**src/rtl/uart_rx_fifo_gen2.sv**
```systemverilog
// UART receiver with run-time data width, optional parity, 1/2 stop bits,
// false-start rejection, break detection and a first-word-fall-through RX FIFO.
module uart_rx_fifo_gen2 #(
  parameter int DATA_MAX   = 9,
  parameter int OVERSAMPLE = 16,
  parameter int FIFO_DEPTH = 8
) (
  input  logic                        clk,
  input  logic                        reset_n,
  input  logic                        baud_clock,
  input  logic                        rx,
  input  logic [3:0]                  data_bits,
  input  logic                        parity_en,
  input  logic                        odd_n_even,
  input  logic                        two_stop,
  input  logic                        rd_en,
  input  logic                        clear_errors,
  output logic [DATA_MAX-1:0]         rx_data,
  output logic                        rx_valid,
  output logic [$clog2(FIFO_DEPTH):0] fifo_count,
  output logic                        overflow,
  output logic                        parity_err,
  output logic                        framing_error,
  output logic                        break_det,
  output logic                        rx_idle
);
  localparam int AW = $clog2(FIFO_DEPTH);
  localparam int TW = $clog2(OVERSAMPLE);
  localparam logic [TW-1:0] T_MID  = TW'(OVERSAMPLE - 1);
  localparam logic [TW-1:0] T_HALF = TW'(OVERSAMPLE / 2 - 1);
  localparam logic [AW:0]   FULL_CNT = FIFO_DEPTH[AW:0];
  localparam logic [3:0]    NB_MAX   = 4'(DATA_MAX);

  typedef enum logic [2:0] {
    S_IDLE, S_START, S_DATA, S_PARITY, S_STOP1, S_STOP2, S_BRKWAIT
  } state_t;

  state_t                state_q, state_d;
  logic [2:0]            samp_q, samp_d;
  logic [TW-1:0]         tick_q, tick_d;
  logic [3:0]            bit_q, bit_d;
  logic [3:0]            nbits_q, nbits_d;
  logic                  pe_q, pe_d, odd_q, odd_d, ts_q, ts_d;
  logic [DATA_MAX-1:0]   shreg_q, shreg_d;
  logic                  xor_q, xor_d, pbit_q, pbit_d;
  logic                  ovf_q, ovf_d, par_q, par_d, frm_q, frm_d, brk_q, brk_d;
  logic [AW-1:0]         wptr_q, wptr_d, rptr_q, rptr_d;
  logic [AW:0]           count_q, count_d;
  logic [DATA_MAX-1:0]   mem_q [FIFO_DEPTH];

  logic       rx_f, mid, wr_req, set_par, set_frm, set_brk;
  logic       empty, full, push, pop, set_ovf;
  logic [3:0] nb_clamp;

  always_comb begin
    rx_f = (samp_q[0] & samp_q[1]) | (samp_q[0] & samp_q[2]) | (samp_q[1] & samp_q[2]);
    mid  = (tick_q == T_MID);
    if (data_bits < 4'd5)        nb_clamp = 4'd5;
    else if (data_bits > NB_MAX) nb_clamp = NB_MAX;
    else                         nb_clamp = data_bits;
  end

  always_comb begin
    state_d = state_q;
    samp_d  = samp_q;
    tick_d  = tick_q;
    bit_d   = bit_q;
    nbits_d = nbits_q;
    pe_d    = pe_q;
    odd_d   = odd_q;
    ts_d    = ts_q;
    shreg_d = shreg_q;
    xor_d   = xor_q;
    pbit_d  = pbit_q;
    wr_req  = 1'b0;
    set_par = 1'b0;
    set_frm = 1'b0;
    set_brk = 1'b0;
    if (baud_clock) begin
      samp_d = {samp_q[1:0], rx};
      case (state_q)
        S_IDLE: if (!rx_f) begin
          state_d = S_START;
          tick_d  = '0;
          nbits_d = nb_clamp;
          pe_d    = parity_en;
          odd_d   = odd_n_even;
          ts_d    = two_stop;
        end
        S_START: begin
          if (rx_f) state_d = S_IDLE;
          else if (tick_q == T_HALF) begin
            state_d = S_DATA;
            tick_d  = '0;
            bit_d   = '0;
            shreg_d = '0;
            xor_d   = 1'b0;
          end else tick_d = tick_q + 1'b1;
        end
        S_DATA: begin
          tick_d = tick_q + 1'b1;
          if (mid) begin
            tick_d         = '0;
            shreg_d[bit_q] = rx_f;
            xor_d          = xor_q ^ rx_f;
            if (bit_q == nbits_q - 4'd1) state_d = pe_q ? S_PARITY : S_STOP1;
            else                         bit_d   = bit_q + 4'd1;
          end
        end
        S_PARITY: begin
          tick_d = tick_q + 1'b1;
          if (mid) begin
            tick_d  = '0;
            pbit_d  = rx_f;
            state_d = S_STOP1;
          end
        end
        S_STOP1: begin
          tick_d = tick_q + 1'b1;
          if (mid) begin
            tick_d = '0;
            // An all-zero character (including parity) with a low stop bit is a break.
            if (!rx_f && (shreg_q == '0) && !(pe_q && pbit_q)) begin
              set_brk = 1'b1;
              state_d = S_BRKWAIT;
            end else begin
              set_frm = !rx_f;
              wr_req  = 1'b1;
              set_par = pe_q && ((xor_q ^ pbit_q) != odd_q);
              state_d = ts_q ? S_STOP2 : S_IDLE;
            end
          end
        end
        S_STOP2: begin
          tick_d = tick_q + 1'b1;
          if (mid) begin
            tick_d  = '0;
            set_frm = !rx_f;
            state_d = S_IDLE;
          end
        end
        S_BRKWAIT: if (rx_f) state_d = S_IDLE;
        default:   state_d = S_IDLE;
      endcase
    end
  end

  // Simultaneous pop lets a write into a full FIFO complete.
  always_comb begin
    empty   = (count_q == '0);
    full    = (count_q == FULL_CNT);
    pop     = rd_en && !empty;
    push    = wr_req && (!full || pop);
    set_ovf = wr_req && full && !pop;
    wptr_d  = push ? wptr_q + 1'b1 : wptr_q;
    rptr_d  = pop  ? rptr_q + 1'b1 : rptr_q;
    case ({push, pop})
      2'b10:   count_d = count_q + 1'b1;
      2'b01:   count_d = count_q - 1'b1;
      default: count_d = count_q;
    endcase
    ovf_d = set_ovf | (ovf_q & ~clear_errors);
    par_d = set_par | (par_q & ~clear_errors);
    frm_d = set_frm | (frm_q & ~clear_errors);
    brk_d = set_brk | (brk_q & ~clear_errors);
  end

  always_ff @(posedge clk) begin
    if (!reset_n) begin
      state_q <= S_IDLE;
      samp_q  <= 3'b111;
      tick_q  <= '0;
      bit_q   <= '0;
      nbits_q <= '0;
      pe_q    <= 1'b0;
      odd_q   <= 1'b0;
      ts_q    <= 1'b0;
      shreg_q <= '0;
      xor_q   <= 1'b0;
      pbit_q  <= 1'b0;
      ovf_q   <= 1'b0;
      par_q   <= 1'b0;
      frm_q   <= 1'b0;
      brk_q   <= 1'b0;
      wptr_q  <= '0;
      rptr_q  <= '0;
      count_q <= '0;
    end else begin
      state_q <= state_d;
      samp_q  <= samp_d;
      tick_q  <= tick_d;
      bit_q   <= bit_d;
      nbits_q <= nbits_d;
      pe_q    <= pe_d;
      odd_q   <= odd_d;
      ts_q    <= ts_d;
      shreg_q <= shreg_d;
      xor_q   <= xor_d;
      pbit_q  <= pbit_d;
      ovf_q   <= ovf_d;
      par_q   <= par_d;
      frm_q   <= frm_d;
      brk_q   <= brk_d;
      wptr_q  <= wptr_d;
      rptr_q  <= rptr_d;
      count_q <= count_d;
    end
  end

  always_ff @(posedge clk) begin
    if (push) mem_q[wptr_q] <= shreg_q;
  end

  assign rx_data       = empty ? '0 : mem_q[rptr_q];
  assign rx_valid      = !empty;
  assign fifo_count    = count_q;
  assign overflow      = ovf_q;
  assign parity_err    = par_q;
  assign framing_error = frm_q;
  assign break_det     = brk_q;
  assign rx_idle       = (state_q == S_IDLE);
endmodule

```
**config.mk**
```make
export PLATFORM = sky130hd
export DESIGN_NAME = uart_rx_fifo_gen2
export DESIGN_NICKNAME = d
export VERILOG_FILES = /design/src/rtl/uart_rx_fifo_gen2.sv
export SDC_FILE = /design/constraint.sdc
export NUM_CORES = 1
export LEC_CHECK = 0
export ABC_CLOCK_PERIOD_IN_PS = 2800
export BUFFER_PORTS_ARGS = -buffer_cell sky130_fd_sc_hd__buf_4
export CORE_UTILIZATION = 36
export DETAILED_ROUTE_END_ITERATION = 6
export PLACE_DENSITY_LB_ADDON = 0.1
export SLEW_MARGIN = 20
export SYNTH_ARGS = -nofsm -noshare
export SYNTH_HDL_FRONTEND = slang
export SYNTH_SLANG_ARGS = --single-unit
```
**constraint.sdc**
```tcl
create_clock -name clk -period 2.8 [get_ports clk]
set_input_delay 0 -clock clk [delete_from_list [all_inputs] [get_ports clk]]
set_output_delay 0 -clock clk [all_outputs]
set_load 0.03 [all_outputs]
```
==> summary.md, run 1 <==
The flow ran to the end, and the final reports show no timing, DRC or antenna violations. The cell at the slowest stage of the critical path was sky130_fd_sc_hd__or3_4. The synthesized design devotes to its leading area cell type 39.2% of total area.

Most frequent standard cell in the layout excluding fill and tap cells: sky130_fd_sc_hd__edfxtp_1. Using the TritonRoute via totals, the vias-per-cell ratio works out to 5.18. The post-CTS clock slew at the launch and capture registers of the worst setup and hold paths came out at 0.05 ns.

The leakage power summed over all cells is 2.66 nW. The count of cells along the worst hold path is 5. The wire-length estimate of the detail-placed layout is 8210 um. The first global-routing pass estimated 19300 um of wire. For the clock insertion delay at the later pin of the skew report, the log shows 0.41 ns. Of the total power, the share spent switching nets is 19.4%.

Buffers placed on the I/O ports in this run total 31. The tools report the number of antenna violations at the first check in global routing as 0. The x dimension of the die works out to 126 um. In this run the standard cell core region covers 0.0148 mm2.

Combinational logic is responsible for 1.7% of the overall power. The number of cells on the worst reg-to-reg path is 12. The logs give 44 for the number of placement rows and 0 for the remaining number of nets flagged by the antenna check after routing.

The synthesized design contains 121 register bits. After synthesis, the netlist uses 60 different library cells. The internal portion of the total power is 3.48 mW.

In this run the worst path has a maximum fanout of 6. STA classifies the critical path startpoint as a flip-flop. The total vias in the final route was 3784.

On the final layout, the worst hold slack is 0.0179 ns. Entering global routing, the biggest net connects 42 pins. For hold timing, the worst endpoint is nbits_q[1]. The path class of the lowest-slack min-delay path was in -> reg.

The H-tree generated during clock tree synthesis spans 4 levels. Global routing finished with a remaining overflow of 0. The delay of the slowest critical-path stage is 0.42 ns. Across all setup checks in the final design, the least slack found is 0.124 ns. Per report_power, the clock group accounts for 55.0% of the total.

Critical setup path kind: reg -> reg. The met1 layer wirelength in the final routing was 5800 um. Routed signal wires occupy layers up through met4. The root buffer cell chosen for the clock tree is sky130_fd_sc_hd__clkbuf_16.

Once the floorplan was initialized, standard cells occupied 37.4% of the core. The total detailed-routing wirelength came out at 12300 um. At the placement stage, the worst setup path has a slack of 0.00183 ns. The congestion estimate from routability-driven global placement came to 0.749. The endpoint of the most critical register-to-register path is fifo_count[3].

Between clock sinks in the finished design, the worst skew comes to 0.00792 ns. The layout has 1360 filler cells. Switching power: 0.837 mW. The tree built by TritonCTS fans out to 121 sinks. In the post-synthesis netlist, the biggest area contributors are sky130_fd_sc_hd__edfxtp_1, sky130_fd_sc_hd__dfxtp_1, sky130_fd_sc_hd__mux4_2, sky130_fd_sc_hd__nand2_1, sky130_fd_sc_hd__mux2i_1. The critical path goes through or3_4 -> nor2_4 -> inv_4 -> and2_4 -> o21ai_2 -> inv_2 -> ha_1 -> a21o_1 -> a21oi_2 -> or4_4 -> o211a_1 -> o31a_1. Final-report hold violation count: 0. Global routing used 16.2% of the available tracks across all layers.

For the number of max-slew violations in the final report, the log shows 0. The areal power density over the cells works out to 617 mW/mm2. The worst setup path is captured at a flip-flop. In the final layout, the multi-input gates occupy 0.00229 mm2. The final critical path time including I/O delays and setup came out at 2.68 ns. The die is 126 um tall. For the TritonCTS buffer count, the log shows 17. The met2 routed wirelength was 6020 um. The number of global-route vias before repair was 3660; the antenna diode count was 0. The tools report the startpoint of the worst hold path as data_bits[1]. The worst pin sits at a relative slew slack of 44.7%. The final critical path takes up 95.6% of the cycle. The layout overhead on the synthesized area was 26.8%; the setup slack of the most critical reg-to-reg path was 0.12 ns.

After routing the design area is 0.00700 mm2. The tools report the count of maximum capacitance violations as 0. After synthesis, flip-flops and latches occupy 57.0% of the total area.

The worst register-to-register path begins at fifo_count[2]. The die outline area was 0.0158 mm2; the fraction of layout instances using a drive strength above 1 was 27.1%. The critical path contains buffers and inverters numbering 2 combined. The achievable clock frequency came out at 0.374 GHz.

In the layout the commonest cells are sky130_fd_sc_hd__edfxtp_1, sky130_fd_sc_hd__buf_4, sky130_fd_sc_hd__nand2_1. Of all cell types, the one taking the most synthesized area is sky130_fd_sc_hd__edfxtp_1. In the synthesized netlist the async set-or-reset flop fraction comes to 0%. For the required time at the endpoint of the critical path, the log shows 3.10 ns.

The most used flip-flop cell after synthesis is sky130_fd_sc_hd__edfxtp_1. The first detailed-routing pass took 4 iterations. Detailed routing placed a total of 253 um of wire on met3. The DRC violation total after the first TritonRoute iteration is 220. Setup violations remaining at the end of the flow were counted as 0.

TritonCTS built the clock tree. For the pin with the worst max-slew slack, the measured transition is 0.826 ns. The synthesized netlist occupies a cell area of 0.00552 mm2. The logs give 0.415 mV for the worst voltage drop across the vdd grid and 0 for the number of synthesis warnings. The synthesized area per cell was 12.1 um2. Counting flops with a built-in enable in the synthesized netlist gives 72. The logs give 2.97 ns for the arrival time reported for the critical path endpoint and 43.2% for the sequential power share. The I/O pin total was 32; the number of buffers on the longest clock path was 2. Across the whole layout, storage elements account for 0.00315 mm2. The synthesized netlist cell count is 457, and the average wire per cell in the routed design is 16.8 um. Counting every net in the synthesized netlist gives 481.

Setup repair after global routing left no endpoint under its margin. Grouping stages by cell kind, the critical path spends the most delay in simple AND/OR/NAND/NOR gates. The final-stage net count came out at 557. The logs give 0.00618 mm2 for the post-placement cell area and 0 for the detailed-route DRC error count.
==> tightest hold or removal path: stages <==
cell and delay [ns]:
sky130_fd_sc_hd__buf_4 0.11, sky130_fd_sc_hd__nand2_1 0.05, sky130_fd_sc_hd__nor2_1 0.04, sky130_fd_sc_hd__mux2i_1 0.12
sky130_fd_sc_hd__nor2_1 0.05
==> per-stage QoR <==
stage	std cells	TNS [ns]	util, %	power (mW)
after floorplan	457	-0.0312	-	1.94
after global placement	685	0	41.9	1.97
after detailed placement	685	0	41.9	1.97
after CTS	728	0	47.1	4.36
after global routing	730	0	47.4	4.44
final	730	0	47.4	4.32
==> repair_timing <==
item / CTS / global route
setup buffers: 0 / 2
endpoints found under the setup margin: 1 / 42
resized for setup: 1 / 10
pin swaps: 1 / 2
hold endpoints to repair: 13 / 0
hold buffers: 11 / 0
==> how the worst max path moves through the flow <==
stage / from / depth (start not counted) / slack (ns) / endpoint
global route: fifo_count[2] / 12 / 0.02 / fifo_count[3]
global placement: shreg_q[5] / 10 / 0.05 / fifo_count[3]
finish: fifo_count[2] / 12 / 0.12 / fifo_count[3]
detailed placement: shreg_q[5] / 10 / 0.002 / fifo_count[3]
floorplan: fifo_count[2] / 12 / -0.03 / fifo_count[3]
CTS: shreg_q[5] / 10 / 0.02 / fifo_count[3]
==> synthesized netlist by cell type, types with 3 or more instances <==
| cell | instances |
|---|---|
| sky130_fd_sc_hd__a211o_1 | 3 |
| sky130_fd_sc_hd__a211oi_1 | 3 |
| sky130_fd_sc_hd__a21boi_0 | 4 |
| sky130_fd_sc_hd__a21oi_1 | 12 |
| sky130_fd_sc_hd__a32o_1 | 9 |
| sky130_fd_sc_hd__and2_1 | 5 |
| sky130_fd_sc_hd__and3b_1 | 3 |
| sky130_fd_sc_hd__and4_1 | 3 |
| sky130_fd_sc_hd__buf_1 | 3 |
| sky130_fd_sc_hd__clkbuf_1 | 16 |
| sky130_fd_sc_hd__dfxtp_1 | 49 |
| sky130_fd_sc_hd__edfxtp_1 | 72 |
| sky130_fd_sc_hd__ha_1 | 10 |
| sky130_fd_sc_hd__inv_1 | 12 |
| sky130_fd_sc_hd__mux2i_1 | 22 |
| sky130_fd_sc_hd__mux4_2 | 18 |
| sky130_fd_sc_hd__nand2_1 | 61 |
| sky130_fd_sc_hd__nand2b_1 | 6 |
| sky130_fd_sc_hd__nand3_1 | 13 |
| sky130_fd_sc_hd__nor2_1 | 43 |
| sky130_fd_sc_hd__nor2b_1 | 4 |
| sky130_fd_sc_hd__nor3_1 | 9 |
| sky130_fd_sc_hd__o21a_1 | 3 |
| sky130_fd_sc_hd__o21ai_0 | 11 |
| sky130_fd_sc_hd__o22ai_1 | 3 |
| sky130_fd_sc_hd__or4_1 | 4 |
| sky130_fd_sc_hd__xnor2_1 | 10 |
==> power by group through the flow <==
stage / clock [mW] / sequential (mW) / combinational (mW)
after detailed placement: 0 / 1.91 / 0.0619
final: 2.38 / 1.87 / 0.0741
after global placement: 0 / 1.91 / 0.0612
after global routing: 2.49 / 1.87 / 0.0810
after CTS: 2.42 / 1.87 / 0.0746
after floorplan: 0 / 1.91 / 0.0338
==> cells by family after synthesis <==
| group | count (synthesis) | share of synthesized area (%) |
|---|---|---|
| adder cells (fa/ha/maj) | 12 | 2.83 |
| buffers and inverters | 36 | 2.77 |
| multiplexers | 40 | 11.3 |
| AND/OR/NAND/NOR | 167 | 14.5 |
| flip-flops | 121 | 57.0 |
| XOR/XNOR | 12 | 1.90 |
| AO/OA/AOI/OAI | 69 | 9.66 |
==> area by class of cell <==
class,instances,share of cell area (%)
sequential,121,45.0
timing repair buffer,80,8.97
tap,184,3.29
multi-input combinational,300,32.7
inverter,13,0.733
clock buffer,17,6.08
clock inverter,15,3.20
==> per-layer routing <==
layer  track usage, %  vias up
li1                 -     1860
met1             20.6     1869
met2             27.1       41
met3             3.61       14
met4             6.38        0
met5                0        -
==> registers in the layout, indices dropped and copies added (netlist names), named ones only <==
signal,count
mem_q,72
shreg_q,9
bit_q,4
fifo_count,4
nbits_q,4
tick_q,4
rptr_q,3
samp_q,3
state_q,3
wptr_q,3
break_det,1
framing_error,1
odd_q,1
overflow,1
parity_err,1
pbit_q,1
pe_q,1
ts_q,1
xor_q,1
No activity file was read; power rests on OpenSTA's default activity.
==> run 2: changes to the inputs <==
- MAX_ROUTING_LAYER: default -> met4
- SLEW_MARGIN: 20 -> default
==> run 2 against run 1 <==
  * Clock-buffer cell count unchanged
  * Global-route usage increased by 0.42 points
  * Largest cell class unchanged
  * Clock skew about the same
  * Cell count unchanged
  * Clock power about the same
  * Core utilization unchanged
  * Worst setup slack improved by 0.00051 ns
  * Routed wire length decreased by 0.15%
==> summary.md, run 2 (synthesized netlist as in run 1, its figures left out) <==
The tools report the initial core utilization as 37.4%. The tightest slew margin relative to the limit is 44.5%, and the detail-routed via count per cell is 5.16. Input and output buffers added on the ports amount to 31. For the count of final setup violators, the log shows 0. The detailed-route DRC error count was 0; the number of global-route vias before repair was 3666. The average wire per cell in the routed design works out to 16.8 um. Detailed placement ended at an HPWL of 8210 um. The worst voltage drop across the vdd grid is 0.411 mV, and the DRC violation total after the first TritonRoute iteration is 208.

Clock tree synthesis selected as its root buffer the cell sky130_fd_sc_hd__clkbuf_16. For the summed area of non-filler cells in the final layout, the log shows 0.00700 mm2. The I/O pin total is 32. The run gives 0 as the number of max-slew violations in the final report.

The final critical-path share of the clock period was 95.6%; the remaining number of nets flagged by the antenna check after routing was 0. The run gives 4 as the number of iterations in the first detailed-routing pass. The final-report hold violation count is 0. The largest registers in the layout are mem_q: 72 flops, shreg_q: 9 flops.

More flip-flops sit in one register than any other, and that register is mem_q. For this run, the total global-route usage over all layers was measured as 16.7%. The first global-routing pass estimated 19200 um of wire. At the pin with the least slew margin, the transition time is 0.830 ns. The tools report the maximum level of the CTS H-tree as 4.

The tools report the post-placement cell area as 0.00618 mm2. The worst setup path is of the reg -> reg kind. The clock arrives with 0.00842 ns of skew. The smallest clock period supported by the final layout is computed as 2.68 ns. The post-CTS clock slew at the launch and capture registers of the worst setup and hold paths is 0.05 ns.

TritonCTS built the clock tree. The finished layout holds 730 standard cells, fillers aside. Setup repair after global routing left no endpoint under its margin. The TritonCTS buffer count came out at 17.

The floorplan has 44 rows. Leaving out fill and tap cells, the most frequent cell in the layout is sky130_fd_sc_hd__edfxtp_1. The tools report the total detailed-routing wirelength as 12200 um. STA classifies the critical path endpoint as a flip-flop. The required time at the endpoint of the critical path is 3.09 ns, and the areal power density over the cells is 617 mW/mm2. Routability-driven placement finished with a final weighted congestion of 0.758. The run finished with clean final reports. Along the worst path, the maximum fanout reaches 6. The worst setup path is launched from a flip-flop. The register with the most flip-flops in the layout has 72 of them. The x dimension of the die came out at 126 um. The leakage power summed over all cells is 2.66 nW.

The core outline area is 0.0148 mm2. For the final total power, the log shows 4.32 mW. The number of antenna violations at the first check in global routing was 0.

Antenna diode count: 0. Clock latency on the worst-skew pair, taken at its later pin, is 0.41 ns. Relative to the synthesized area, the layout overhead comes to 26.8%.

The top cell types in the final layout, fill and taps aside, are sky130_fd_sc_hd__edfxtp_1, sky130_fd_sc_hd__buf_4, sky130_fd_sc_hd__nand2_1. Data on the critical path arrives at its endpoint at 2.97 ns. The die covers 0.0158 mm2. In this run the worst hold path is classified as in -> reg.

The logs give 42 for the pin count of the biggest net entering global routing and 0 ns for the setup TNS. The height of the chip was 126 um; the achievable clock frequency was 0.374 GHz. The number of buffers on the longest clock path was 2. The total grt overflow was 0; the count of maximum capacitance violations was 0.

The fraction of layout instances using a drive strength above 1 came out at 27.1%. The tools report the total vias in the final route as 3767. The tree built by TritonCTS fans out to 121 sinks. Counting tap cells, the placed design contains a total of 685 instances. The final layout contains 557 nets.
-- run 2: path summary, 6_finish.rpt --
path              slack, ns  depth (start not counted)            end           from
hold reg to reg        0.47                          2  framing_error  framing_error
setup / recovery       0.12                         12  fifo_count[3]  fifo_count[2]
hold / removal         0.02                          5     nbits_q[1]   data_bits[1]
setup reg to reg       0.12                         12  fifo_count[3]  fifo_count[2]
-- run 2: final cells by class --
class / instances / area (um2)
clock inverter: 15 / 224
inverter: 13 / 51.3
multi-input combinational: 300 / 2290
fill: 1359 / 7750
sequential: 121 / 3150
timing repair buffer: 80 / 628
clock buffer: 17 / 425
tap: 184 / 230
-- run 2: where the power goes --
group | leakage (nW) | total, mW | internal, mW | switching (mW)
registers | 1.24 | 1.87 | 1.87 | 0.00202
clock network | 0.315 | 2.37 | 1.58 | 0.793
logic | 1.10 | 0.0742 | 0.0369 | 0.0373
-- run 2: worst max-delay path, stage by stage (launching register included) --
cell and delay [ns]:
sky130_fd_sc_hd__dfxtp_4 0.36, sky130_fd_sc_hd__or3_4 0.42, sky130_fd_sc_hd__nor2_4 0.15, sky130_fd_sc_hd__inv_4 0.04
sky130_fd_sc_hd__and2_4 0.16, sky130_fd_sc_hd__o21ai_2 0.07, sky130_fd_sc_hd__inv_2 0.08, sky130_fd_sc_hd__ha_1 0.27
sky130_fd_sc_hd__a21o_1 0.12, sky130_fd_sc_hd__a21oi_2 0.08, sky130_fd_sc_hd__or4_4 0.42, sky130_fd_sc_hd__o211a_1 0.14
sky130_fd_sc_hd__o31a_1 0.27
-- run 2: timing repair --
| action | in CTS | in global routing |
|---|---|---|
| endpoints found under the hold margin | 13 | 0 |
| buffers inserted | 0 | 2 |
| pin swaps | 1 | 2 |
| hold buffers | 11 | 0 |
| setup endpoints to repair | 1 | 51 |
| gates resized for setup | 1 | 11 |
-- run 2: metrics by stage --
| stage | setup slack (ns) | hold WS, ns | utilization [%] |
|---|---|---|---|
| after floorplan | -0.0312 | 0.0902 | - |
| after global placement | 0.0462 | 0.211 | 41.9 |
| after detailed placement | 0.00183 | 0.209 | 41.9 |
| after CTS | 0.0246 | 0.00830 | 47.1 |
| after global routing | 0.0178 | 0.0672 | 47.4 |
| final | 0.125 | 0.0190 | 47.4 |
-- run 2: routing by layer --
layer | up-vias | GRT usage (%) | wire length (um)
met4 | 0 | 6.38 | 165
met2 | 50 | 27.1 | 5980
met3 | 14 | 3.36 | 346
met5 | - | - | 0
met1 | 1843 | 20.5 | 5750
li1 | 1860 | - | -
==> run 3: changes to the inputs <==
- CELL_PAD_IN_SITES_DETAIL_PLACEMENT: default -> 2
- CELL_PAD_IN_SITES_GLOBAL_PLACEMENT: default -> 2
- CORE_UTILIZATION: 36 -> 38
==> run 3 against run 2 <==
  * Via count rose by 4.0%
  * Combinational power rose by 3.1%
  * Global-route usage rose by 7.1 points
  * Non-clock buffer count fell by 4
  * Routed wire length rose by 28%
  * Critical endpoint unchanged
  * Highest routed layer unchanged
==> summary.md, run 3 (synthesized netlist as in run 1, its figures left out) <==
Of all nets on the critical path, the largest fanout is 6. The slew at the pin with the worst max-slew slack was 0.863 ns. Setup repair after global routing could not meet its margin everywhere. For the initial core utilization, the log shows 39.3%.

Registers take 0.00315 mm2. The final clock skew is 0.00932 ns. Height of the chip: 123 um. The first TritonRoute pass finished after 4 iterations. STA classifies the critical path startpoint as a flip-flop.

TritonCTS built the clock tree. The areal power density over the cells is 564 mW/mm2. The run finished with clean final reports. Die outline area: 0.0150 mm2.

The library cell used most frequently in the layout, excluding fill and tap cells, is sky130_fd_sc_hd__edfxtp_1. Of the total power, registers draw 48.7%. The final-stage net count was 553; the detail-routed via count per cell was 5.43. Final-layout worst hold slack: 0.0424 ns.

The top cell types in the final layout, fill and taps aside, are sky130_fd_sc_hd__edfxtp_1, sky130_fd_sc_hd__buf_4, sky130_fd_sc_hd__nand2_1. The worst voltage drop across the vdd grid is 0.437 mV, and the number of sinks driven by the clock tree is 121. CTS placed an instance of sky130_fd_sc_hd__clkbuf_16 at the clock tree root. The internal power contribution is 3.04 mW, and the post-CTS clock slew at the launch and capture registers of the worst setup and hold paths is 0.06 ns. The count of final setup violators came out at 0. The startpoint of the worst hold path is data_bits[1].

The setup slack of the most critical reg-to-reg path is 0.02 ns, and the total vias in the final route is 3918. Routability-driven placement finished with a final weighted congestion of 0.759. The path class of the lowest-slack min-delay path was in -> reg.

For the pin count of the biggest net entering global routing, the log shows 42. The x dimension of the die is 123 um, and the number of placement rows is 43. Number of max-slew violations in the final report: 0. STA classifies the critical path endpoint as a flip-flop. The tool flagged a number of max-cap violations equal to 0. Final-report hold violation count: 0. For hold timing, the worst endpoint is nbits_q[1]. Once the clock tree was built, the setup fixing pass inserted 0 buffers.

For this design the top-level I/O count stands at 32. In this run the tightest slew margin relative to its limit is 42.4%. For this block, the initial DRC count from the detailed router was 268.

The tools report the antenna diode count as 0. The number of clock buffers added by TritonCTS is 17. The final critical path time including I/O delays and setup was 2.78 ns. The number of cells on the worst reg-to-reg path was 10; the total grt overflow was 0.

Combinational cells account for 2.0% of the total power. The first global-routing pass estimated 24800 um of wire. The number of antenna violations at the first check in global routing was 0; the final critical-path share of the clock period was 99.4%. The tools report the leakage power summed over all cells as 2.56 nW. In this run the critical register-to-register path is launched from shreg_q[5].

The tools report the worst slack after detailed placement as -0.0805 ns. The most flop-heavy register was mem_q. The tools report the core outline area as 0.0140 mm2. For the worst-skew pair, the clock arrives at the later sink with an insertion delay of 0.42 ns. Based on the critical path, the design can be clocked at up to 0.359 GHz. The longest clock path from root to sink contains 2 buffers.

Detailed placement HPWL: 10600 um. The count of nets left with antenna violations once routing finished came out at 0. In the final layout, the multi-input gates occupy 0.00227 mm2. The clock network accounts for 49.3% of the total power. The number of flip-flops in the largest register is 72, and the average wire per cell in the routed design is 21.7 um.

Fill cells in the final layout number 1410. Endpoint of the most critical register-to-register path: fifo_count[3]. Critical setup path kind: reg -> reg.

For this run, design rule violations remaining after detail routing come to 0. The area growth from synthesis to layout is 23.2%. The tools report the number of global-route vias before repair as 4413. The switching power was 0.792 mW. Across every metal layer, demand over resource in global routing totals 23.7%.

STA puts the critical path data arrival time at 3.09 ns. At the worst endpoint, the required time is 3.11 ns. Net switching is 20.7% of the power. The count of cells along the worst hold path came out at 5.

In the final layout, the share of cells above drive strength 1 is 24.7%. The largest registers in the layout are mem_q: 72 flops, shreg_q: 9 flops. Input and output buffers added on the ports amount to 31. Total detailed-routing wirelength: 15700 um. The logs give 0.0171 ns for the final critical-path setup slack and 4 for the maximum level of the CTS H-tree.
==> run 3: area by class of cell <==
| cell class | count | share of cell area (%) |
|---|---|---|
| repair buffers | 76 | 8.80 |
| clock buffers | 26 | 6.90 |
| well taps | 180 | 3.31 |
| inverters | 13 | 0.755 |
| flip-flops and latches | 121 | 46.4 |
| clock inverters | 6 | 0.423 |
| multi-input cells | 300 | 33.4 |
==> run 3: metal layers <==
metal | share of wire, % | global-route usage [%] | routed length, um
met1 | 43 | 27.9 | 6790
met2 | 52 | 40.1 | 8140
met3 | 2.9 | 4.88 | 447
met4 | 1.7 | 8.61 | 267
met5 | 0 | - | 0
==> run 3: per-stage QoR <==
step	instances	instance area (um2)	utilization [%]	total power [mW]	setup TNS (ns)
finish	722	6800	48.4	3.84	0
global placement	679	6160	43.9	1.97	0
floorplan	457	5550	-	1.94	-0.0312
CTS	722	6780	48.3	3.88	-0.0224
detailed placement	679	6160	43.9	1.97	-0.0805
global route	722	6800	48.4	3.95	-0.103
==> run 3: worst max-delay path by stage <==
stage	slack (ns)	endpoint	cells past startpoint	from
floorplan	-0.03	fifo_count[3]	12	fifo_count[2]
global placement	0.05	fifo_count[3]	10	shreg_q[5]
detailed placement	-0.08	fifo_count[3]	10	shreg_q[5]
CTS	-0.02	fifo_count[3]	12	tick_q[1]
global route	-0.10	fifo_count[3]	12	tick_q[1]
finish	0.02	fifo_count[3]	10	shreg_q[5]
==> run 3: power groups by stage <==
stage	Combinational (mW)	Clock [mW]	Sequential (mW)
6_report	0.0765	1.89	1.87
5_1_grt	0.0827	2.00	1.87
4_1_cts	0.0767	1.93	1.87
3_5_place_dp	0.0633	0	1.91
3_3_place_gp	0.0612	0	1.91
2_1_floorplan	0.0338	0	1.91
==> run 3: critical path: stages (launching register included) <==
cell                      delay, ns
sky130_fd_sc_hd__dfxtp_1       0.30
sky130_fd_sc_hd__or4_1         0.61
sky130_fd_sc_hd__nor4_4        0.25
sky130_fd_sc_hd__o21ai_2       0.10
sky130_fd_sc_hd__inv_2         0.11
sky130_fd_sc_hd__ha_1          0.24
sky130_fd_sc_hd__a21o_1        0.18
sky130_fd_sc_hd__a21oi_1       0.27
sky130_fd_sc_hd__nand2_1       0.11
sky130_fd_sc_hd__o211a_1       0.22
sky130_fd_sc_hd__o31a_1        0.27
==> run 3: repair_timing <==
action                                  4_1_cts  5_1_grt
endpoints found under the setup margin       10       28
resized for setup                             2        7
hold buffers                                 11        0
pin swaps                                     1        1
hold endpoints to repair                     12        0
